**config.mk**
```make
export PLATFORM = sky130hd
export DESIGN_NAME = msd_sequencer
export DESIGN_NICKNAME = d
export VERILOG_FILES = /design/src/rtl/msd_sequencer.sv
export SDC_FILE = /design/constraint.sdc
export NUM_CORES = 1
export LEC_CHECK = 0
export BUFFER_PORTS_ARGS = -buffer_cell sky130_fd_sc_hd__clkbuf_2
export CAP_MARGIN = 0
export CORE_UTILIZATION = 45
export DETAILED_ROUTE_END_ITERATION = 7
export GPL_ROUTABILITY_DRIVEN = 0
export PLACE_DENSITY = 0.74
export SETUP_SLACK_MARGIN = 0.05
export SYNTH_ARGS = -nofsm -noshare
export SYNTH_HDL_FRONTEND = slang
export SYNTH_SLANG_ARGS = --single-unit
```
**constraint.sdc**
```tcl
create_clock -name clk -period 2.7 [get_ports clk]
set_input_delay 0.54 -clock clk [delete_from_list [all_inputs] [get_ports clk]]
set_output_delay 0.54 -clock clk [all_outputs]
set_load 0.005 [all_outputs]
```
**src/rtl/msd_sequencer.sv**
```systemverilog
// Command sequencer for a multi-cycle divide/sqrt/multiply core: accepts a command,
// loads operands into the core, waits for its result and returns a response.
// Define MSD_SEQ_TIMEOUT_EN to build the core-wait timeout watchdog.
module msd_sequencer #(
    parameter int WORD_LENGHT    = 16,
    parameter int TIMEOUT_CYCLES = 255
) (
    input  logic                   clk,
    input  logic                   rst,
    input  logic                   cmd_valid,
    output logic                   cmd_ready,
    input  logic [1:0]             cmd_opcode,
    input  logic [WORD_LENGHT-1:0] cmd_op_x,
    input  logic [WORD_LENGHT-1:0] cmd_op_y,
    output logic                   rsp_valid,
    input  logic                   rsp_ready,
    output logic [WORD_LENGHT-1:0] rsp_result,
    output logic [WORD_LENGHT-1:0] rsp_residue,
    output logic                   rsp_error,
    output logic                   rsp_timeout,
    output logic                   core_start,
    output logic                   core_load,
    output logic [1:0]             core_opcode,
    output logic [WORD_LENGHT-1:0] core_data,
    input  logic                   core_load_x,
    input  logic                   core_load_y,
    input  logic                   core_ready,
    input  logic                   core_error,
    input  logic [WORD_LENGHT-1:0] core_result,
    input  logic [WORD_LENGHT-1:0] core_residue
);
    localparam logic [2:0] S_IDLE   = 3'd0;
    localparam logic [2:0] S_START  = 3'd1;
    localparam logic [2:0] S_LOAD_X = 3'd2;
    localparam logic [2:0] S_GAP    = 3'd3;
    localparam logic [2:0] S_LOAD_Y = 3'd4;
    localparam logic [2:0] S_RUN    = 3'd5;
    localparam logic [2:0] S_RESP   = 3'd6;

    localparam logic [1:0] OP_SQRT = 2'b01;
    localparam logic [1:0] OP_RSV  = 2'b11;

    localparam logic [WORD_LENGHT-1:0] ONES = {WORD_LENGHT{1'b1}};
    localparam logic [WORD_LENGHT-1:0] ZERO = {WORD_LENGHT{1'b0}};

    logic [2:0]             state_q, state_d;
    logic [1:0]             opcode_q, opcode_d;
    logic [WORD_LENGHT-1:0] op_x_q, op_x_d, op_y_q, op_y_d;
    logic [WORD_LENGHT-1:0] rsp_result_q, rsp_result_d, rsp_residue_q, rsp_residue_d;
    logic                   rsp_error_q, rsp_error_d, rsp_timeout_q, rsp_timeout_d;
    logic                   cmd_ready_q, cmd_ready_d, rsp_valid_q, rsp_valid_d;
    logic                   core_start_q, core_start_d, core_load_q, core_load_d;
    logic [1:0]             core_opcode_q, core_opcode_d;
    logic [WORD_LENGHT-1:0] core_data_q, core_data_d;
    logic                   timeout_hit;

`ifdef MSD_SEQ_TIMEOUT_EN
    localparam int CW = $clog2(TIMEOUT_CYCLES + 1);
    // Hitting LAST in a wait state means the count reaches TIMEOUT_CYCLES on this edge.
    localparam logic [CW-1:0] TMO_LAST = CW'(TIMEOUT_CYCLES - 1);
    logic [CW-1:0] tmo_cnt_q, tmo_cnt_d;
    logic          tmo_counting;

    assign tmo_counting = (state_q == S_LOAD_X) || (state_q == S_LOAD_Y) || (state_q == S_RUN);
    assign timeout_hit  = tmo_counting && (tmo_cnt_q == TMO_LAST);

    // Watchdog count: restarts on every state change, advances only in core-wait states.
    always_comb begin
        if (state_d != state_q) begin
            tmo_cnt_d = {CW{1'b0}};
        end else if (tmo_counting) begin
            tmo_cnt_d = tmo_cnt_q + CW'(1);
        end else begin
            tmo_cnt_d = tmo_cnt_q;
        end
    end

    // Watchdog counter register.
    always_ff @(posedge clk) begin
        if (rst) begin
            tmo_cnt_q <= {CW{1'b0}};
        end else begin
            tmo_cnt_q <= tmo_cnt_d;
        end
    end
`else
    assign timeout_hit = 1'b0;
`endif

    // Next state, command capture and response capture.
    always_comb begin
        state_d       = state_q;
        opcode_d      = opcode_q;
        op_x_d        = op_x_q;
        op_y_d        = op_y_q;
        rsp_result_d  = rsp_result_q;
        rsp_residue_d = rsp_residue_q;
        rsp_error_d   = rsp_error_q;
        rsp_timeout_d = rsp_timeout_q;
        case (state_q)
            S_IDLE: begin
                if (cmd_valid) begin
                    opcode_d = cmd_opcode;
                    op_x_d   = cmd_op_x;
                    op_y_d   = cmd_op_y;
                    if (cmd_opcode == OP_RSV) begin
                        state_d      = S_RESP;
                        rsp_result_d = ONES;
                        rsp_error_d  = 1'b1;
                    end else begin
                        state_d = S_START;
                    end
                end else begin
                    state_d = S_IDLE;
                end
            end
            S_START, S_LOAD_X, S_GAP, S_LOAD_Y, S_RUN: begin
                // A core error wins over everything, including a simultaneous core_ready.
                if (core_error) begin
                    state_d       = S_RESP;
                    rsp_result_d  = ONES;
                    rsp_residue_d = ZERO;
                    rsp_error_d   = 1'b1;
                end else if (timeout_hit) begin
                    state_d       = S_RESP;
                    rsp_result_d  = ONES;
                    rsp_residue_d = ZERO;
                    rsp_error_d   = 1'b1;
                    rsp_timeout_d = 1'b1;
                end else begin
                    case (state_q)
                        S_START:  state_d = S_LOAD_X;
                        S_LOAD_X: state_d = core_load_x ? S_GAP : S_LOAD_X;
                        S_GAP:    state_d = (opcode_q == OP_SQRT) ? S_RUN : S_LOAD_Y;
                        S_LOAD_Y: state_d = core_load_y ? S_RUN : S_LOAD_Y;
                        S_RUN: begin
                            if (core_ready) begin
                                state_d       = S_RESP;
                                rsp_result_d  = core_result;
                                rsp_residue_d = core_residue;
                                rsp_error_d   = 1'b0;
                            end else begin
                                state_d = S_RUN;
                            end
                        end
                        default:  state_d = S_IDLE;
                    endcase
                end
            end
            S_RESP: begin
                if (rsp_ready) begin
                    state_d       = S_IDLE;
                    rsp_result_d  = ZERO;
                    rsp_residue_d = ZERO;
                    rsp_error_d   = 1'b0;
                    rsp_timeout_d = 1'b0;
                end else begin
                    state_d = S_RESP;
                end
            end
            default: state_d = S_IDLE;
        endcase
    end

    // Output decode from the next state so every output comes straight from a flop.
    always_comb begin
        cmd_ready_d  = (state_d == S_IDLE);
        core_start_d = (state_d == S_START);
        core_load_d  = (state_d == S_LOAD_X) || (state_d == S_LOAD_Y);
        rsp_valid_d  = (state_d == S_RESP);
        if (state_d inside {S_START, S_LOAD_X, S_GAP, S_LOAD_Y, S_RUN}) begin
            core_opcode_d = opcode_d;
        end else begin
            core_opcode_d = 2'b00;
        end
        case (state_d)
            S_LOAD_X: core_data_d = op_x_d;
            S_LOAD_Y: core_data_d = op_y_d;
            default:  core_data_d = ZERO;
        endcase
    end

    // State, captured operands and registered outputs.
    always_ff @(posedge clk) begin
        if (rst) begin
            state_q       <= S_IDLE;
            opcode_q      <= 2'b00;
            op_x_q        <= ZERO;
            op_y_q        <= ZERO;
            rsp_result_q  <= ZERO;
            rsp_residue_q <= ZERO;
            rsp_error_q   <= 1'b0;
            rsp_timeout_q <= 1'b0;
            cmd_ready_q   <= 1'b1;
            rsp_valid_q   <= 1'b0;
            core_start_q  <= 1'b0;
            core_load_q   <= 1'b0;
            core_opcode_q <= 2'b00;
            core_data_q   <= ZERO;
        end else begin
            state_q       <= state_d;
            opcode_q      <= opcode_d;
            op_x_q        <= op_x_d;
            op_y_q        <= op_y_d;
            rsp_result_q  <= rsp_result_d;
            rsp_residue_q <= rsp_residue_d;
            rsp_error_q   <= rsp_error_d;
            rsp_timeout_q <= rsp_timeout_d;
            cmd_ready_q   <= cmd_ready_d;
            rsp_valid_q   <= rsp_valid_d;
            core_start_q  <= core_start_d;
            core_load_q   <= core_load_d;
            core_opcode_q <= core_opcode_d;
            core_data_q   <= core_data_d;
        end
    end

    assign cmd_ready   = cmd_ready_q;
    assign rsp_valid   = rsp_valid_q;
    assign rsp_result  = rsp_result_q;
    assign rsp_residue = rsp_residue_q;
    assign rsp_error   = rsp_error_q;
    assign rsp_timeout = rsp_timeout_q;
    assign core_start  = core_start_q;
    assign core_load   = core_load_q;
    assign core_opcode = core_opcode_q;
    assign core_data   = core_data_q;

endmodule

```
Word-level counts from Yosys, hierarchy flattened --
Cells that the tools add are included. Widths: inputs -> output; s select.
Storage, ports and cells: register bits after elaboration 92, bits in latches 0, memory bits (writable) 0, bits in read-only memories 0, input bits 74, output and inout bits 56, logic and storage cells 78, memories 0
Cells by class: add/sub/neg operators 0, multiply operators 0, div/mod/pow operators 0, magnitude comparators 0, equality and inequality tests 19, shifts and indexed selects 0, muxes and demuxes 35, bitwise gates (word level) 1, reductions and logical operators 10
Operators by type and width (number):
- $mux 16 | 13
- $pmux 16 s2 | 2
- $pmux 16 s3 | 1
- $eq 3x3->1 const B | 6
- $pmux 3 s5 | 1
- $eq 3x2->1 const B | 4
- $mux 3 | 4
- $mux 1 | 9
- $pmux 3 s3 | 1
- $eq 3x1->1 const B | 2
- $logic_not 3->1 | 2
- $mux 2 | 3
- $ne 2x2->1 const B | 3
- $ne 3x3->1 const B | 2
- $reduce_and 6->1 | 1
- $reduce_bool 5->1 | 1
- $reduce_or 5->1 | 1
- $reduce_and 4->1 | 1
- $pmux 1 s3 | 1
- $reduce_bool 3->1 | 1
- $eq 2x1->1 const B | 1
- $eq 2x2->1 const B | 1
- $reduce_bool 2->1 | 1
- $reduce_or 2->1 | 1
- 2 further kinds | 2

Depth between registers and ports, before layout --
depth after elaboration 9, gate-level depth with buffers 8, depth with buffers taken out 5

Least setup slack after synthesis --
Ideal clock, no wire load.
path kind input to register, start point in cmd_opcode[0], end point reg core_data_q[10] (netlist: core_data[10]), arrival 1.916 ns, data required time 2.636 ns, path slack 0.720 ns, stages 7, path buffers 2, path through and2_1 a21o_1 or4_1 buf_2 buf_6 o22a_1 nor2_1
On the way: longest elaborated chain between the ends 6, elaborated cells between the ends (all ways) 7, classes of those cells eq/ne (3); mux (4)
RTL lines:
- start, declared | line 12 | input logic [1:0] cmd_opcode,
- $eq 2x2->1 * | line 106 | if (cmd_opcode == OP_RSV) begin
- $mux 3 * | line 106
- $mux 3 * | line 102 | if (cmd_valid) begin
- $pmux 3 s3 * | line 100 | case (state_q)
- $eq 3x3->1 or $eq 3x2->1 (tied branches) | line 176 | case (state_d)
- $pmux 16 s2 * | line 176
- end signal, assigned | line 214 | core_data_q <= core_data_d;
- end, declared | line 54 | logic [WORD_LENGHT-1:0] core_data_q, core_data_d;
Mark *: on every way between the ends. The rest lies on a longest branch, timed or not. A chain may end at the register's enable or synchronous reset.

Worst setup path after layout --
start point reg state_q[2], end point reg rsp_result_q[5] (netlist: rsp_result[5])
On the way: longest elaborated chain between the ends 4, elaborated cells between the ends (all ways) 16, classes of those cells eq/ne (11); mux (1); reduce/logical (4)
RTL lines:
- start, declared | line 46 | logic [2:0] state_q, state_d;
- start signal, assigned | line 201 | state_q <= state_d;
- $eq 3x3->1, or another cell as far along | line 100, 131
- $reduce_or 5->1 | line 100
- $ne 3x3->1 (no line) or $reduce_bool 3->1 (tied branches)
- $reduce_and 6->1 (no line)
- end signal, assigned | line 205 | rsp_result_q <= rsp_result_d;
- end, declared | line 49 | logic [WORD_LENGHT-1:0] rsp_result_q, rsp_result_d, rsp_residue_q, rsp_residue_d;
Several ways; a longest one is shown, not always the timed one.

==> results by group <==
Critical path
  • CP startpoint kind: flip-flop
  • Critical path fanouts, max: 22
  • CP Capture Type: flip-flop
  • Setup CP Type: reg -> reg
  • CP arrival: 2.65 ns
  • Req. time, crit path: around 3 ns

Synthesis
  • Seq/Total Area, Yosys: 0.526
  • Mapped Nets: ~430
  • Dominant cell type by area after synthesis: dfxtp_1
  • Most used flip-flop cell after synthesis: dfxtp_1
  • Most common cell in the synthesized netlist: dfxtp_1
  • Synth warn: 0
  • FF+latch count, synth: 92
  • Cells after synthesis: 358
  • Syn_area_per_cell: 9.79 um^2
  • Post-Syn Area: roughly 0.0035 mm^2
  • Unique masters post-synth: 48
  • Ys async rst share: 0
  • Synth area leaders: dfxtp_1, mux2i_1, nor2_1
  • Number of enable flip-flop cells after synthesis: 0
  • Commonest cells in the synthesized netlist: dfxtp_1, nor2_1, mux2i_1, a21oi_1, nand2_1
  • Share of the synthesized area in the top cell type: 0.526

Pwr
  • P_sw: between 1000 and 1500 uW
  • Comb pwr share: 0.301
  • Part of the power in registers: 0.458
  • Pwr Total: 3850 uW
  • Leakage: approximately 0.0020 uW
  • Sw frac: 0.326
  • Internal: between 2000 and 3000 uW
  • Worst vdd ir: ~0.37 mV
  • Clock power share: 0.240
  • P per Cell Area: 876 mW/mm^2

Clock tree
  • H-tree levels: 3
  • TritonCTS Buffers: 9
  • Clk pin slew, worst setup/hold paths: about 0.10 ns
  • CTS tree: built
  • Clk root buf: clkbuf_8
  • Post-CTS Hold Fix Bufs: 0
  • Clock buffer depth: 2
  • CTS Sinks: 92
  • Worst skew pair latency: approximately 0.35 ns

Route
  • Drt first pass iters: 4
  • Drt wl/cell: 13.9 um
  • Vias/cell: 5.17
  • Met1 WL: 3.74 mm
  • Total Wirelength: between 8 and 9 mm
  • Met2 wire len: approximately 3.8 mm
  • DRT antenna net count: 0
  • Routed wl met3: about 480 um
  • Initial DRC count: around 140
  • DRC violations left: 0
  • Vias: 3008
  • Top routing layer used: met4

Timing
  • Hold Fails Final Rpt: 0
  • Max-slew violations: 0
  • Final setup fails: 0
  • Clock Skew: 0.0106 ns
  • Period minus WS final: around 2.4 ns
  • Hold WS: 0.407 ns
  • Max Freq: 0.423 GHz
  • Period utilization: 0.876
  • RSZ-0062 raised after global routing: false
  • Worst relative slew slack: 0.378
  • Setup TNS: 0 ns
  • Worst-margin pin slew: slightly above 0.9 ns

Finish
  • Final Net Count: 552
  • Fill cells: between 700 and 800
  • Ant diodes: 0
  • Share of cells above drive strength 1: 0.329
  • Area grow syn2layout: 25.3%

Run
  • Max cap viols: 0

Place
  • Final HPWL DP: approximately 5.7 mm
  • Port Buffers: approximately 130

Global routing
  • Number of global-route vias before repair: approximately 2.8k
  • Antenna violations before repair: 0
  • Final global-route overflow total: 0
  • Pin count of the biggest net entering global routing: 53
  • GRT Util Overall: 0.201
  • First-pass GRT wire length: around 13 mm

Floorplanning
  • Initial Util: 0.473
  • Core Box Area: roughly 0.0074 mm^2
  • Die H: approximately 90 um
  • Row Count: 31
  • Die width: approximately 90 um
  • Ports: 130
  • Total die area: just over 0.008 mm^2

Min path
  • Min-Delay Path Class: in -> reg

Run status
  • Status: completed
cell usage in the layout, fill, tap and decap left out, types with 2 or more instances in the layout:
| cell | n |
|---|---|
| o21a_1 | 2 |
| nand3_1 | 16 |
| nand2_1 | 22 |
| clkbuf_2 | 128 |
| dfxtp_1 | 92 |
| or2_1 | 2 |
| mux2i_1 | 34 |
| buf_4 | 9 |
| nand2b_1 | 2 |
| a21oi_1 | 24 |
| o22a_1 | 16 |
| nor2b_1 | 4 |
| a21o_1 | 3 |
| o21ai_0 | 5 |
| clkbuf_8 | 9 |
| nor4_1 | 2 |
| clkinvlp_4 | 2 |
| nor2_1 | 60 |
| a221o_1 | 16 |
layout make-up:
| class | count | area [um^2] | area share |
|---|---|---|---|
| tap | 99 | 124 | 0.0282 |
| multi-input combinational | 237 | 1520 | 0.345 |
| sequential | 92 | 1840 | 0.419 |
| clock inverter | 6 | 70.1 | 0.0159 |
| clock buffer | 10 | 128 | 0.0291 |
| inverter | 1 | 3.75 | 0.000854 |
| timing repair buffer | 137 | 708 | 0.161 |
routing by layer:
metal  up-vias  global-route usage
met5         -                   0
met4         0              0.0726
met3        10              0.0539
met2        99               0.333
met1      1392               0.250
li1       1507                   -
path summary, 6_finish.rpt:
kind,cells after the start,endpoint,slack [ns],from
max,5,rsp_result[5],0.34,state_q[2]
max reg2reg,5,rsp_result[5],0.34,state_q[2]
min reg2reg,2,rsp_residue[13],0.45,rsp_residue[13]
min,2,rsp_result[9],0.41,core_result[9]
stage by stage:
stage | setup WS [ns] | utilization | instance area, um^2 | cells
after floorplan | 0.720 | - | 3500 | 358
after global placement | 0.286 | 0.566 | 4190 | 566
after detailed placement | 0.130 | 0.566 | 4190 | 566
after CTS | 0.224 | 0.593 | 4390 | 582
after global routing | 0.0858 | 0.593 | 4390 | 582
final | 0.335 | 0.593 | 4390 | 582
worst max-delay path, cell delays in order, from the launching register on:
cell,delay [ns]
dfxtp_1,0.73
nand4b_1,0.18
o21ai_0,0.25
o211ai_1,0.19
nor2_1,0.73
a221o_1,0.23
state kept, by name, indices dropped and copies added, names as in the netlist:
name and count:
cmd_ready 1, core_data 16, core_load 1, core_opcode 2, core_start 1, op_x_q 16, op_y_q 16, opcode_q 2
rsp_error 1, rsp_residue 16, rsp_result 16, rsp_valid 1, state_q 3
cell families (layout without fill, tap and decap cells):
| kind of cell | Yosys count | after routing | share of synthesized area |
|---|---|---|---|
| AND/OR/NAND/NOR | 118 | 118 | 0.149 |
| flip-flops | 92 | 92 | 0.526 |
| AO/OA/AOI/OAI | 82 | 82 | 0.178 |
| multiplexers | 34 | 34 | 0.0971 |
| buffers and inverters | 29 | 154 | 0.0439 |
| adder cells (fa/ha/maj) | 1 | 1 | 0.00286 |
| other | 1 | 1 | 0.00107 |
| XOR/XNOR | 1 | 1 | 0.00250 |
power by group through the flow:
| stage | sequential (uW) | clock [uW] | combinational (uW) |
|---|---|---|---|
| 2_1_floorplan | 1760 | 0 | 826 |
| 3_3_place_gp | 1780 | 0 | 1140 |
| 3_5_place_dp | 1790 | 0 | 1160 |
| 4_1_cts | 1760 | 956 | 1170 |
| 5_1_grt | 1800 | 1010 | 1280 |
| 6_report | 1760 | 925 | 1160 |
what timing repair did:
action	CTS	global route
setup endpoints to repair	0	16
hold endpoints to repair	0	0
buffers inserted	0	0
resized for setup	0	1
Note: power is estimated with default switching activity, not from simulation.
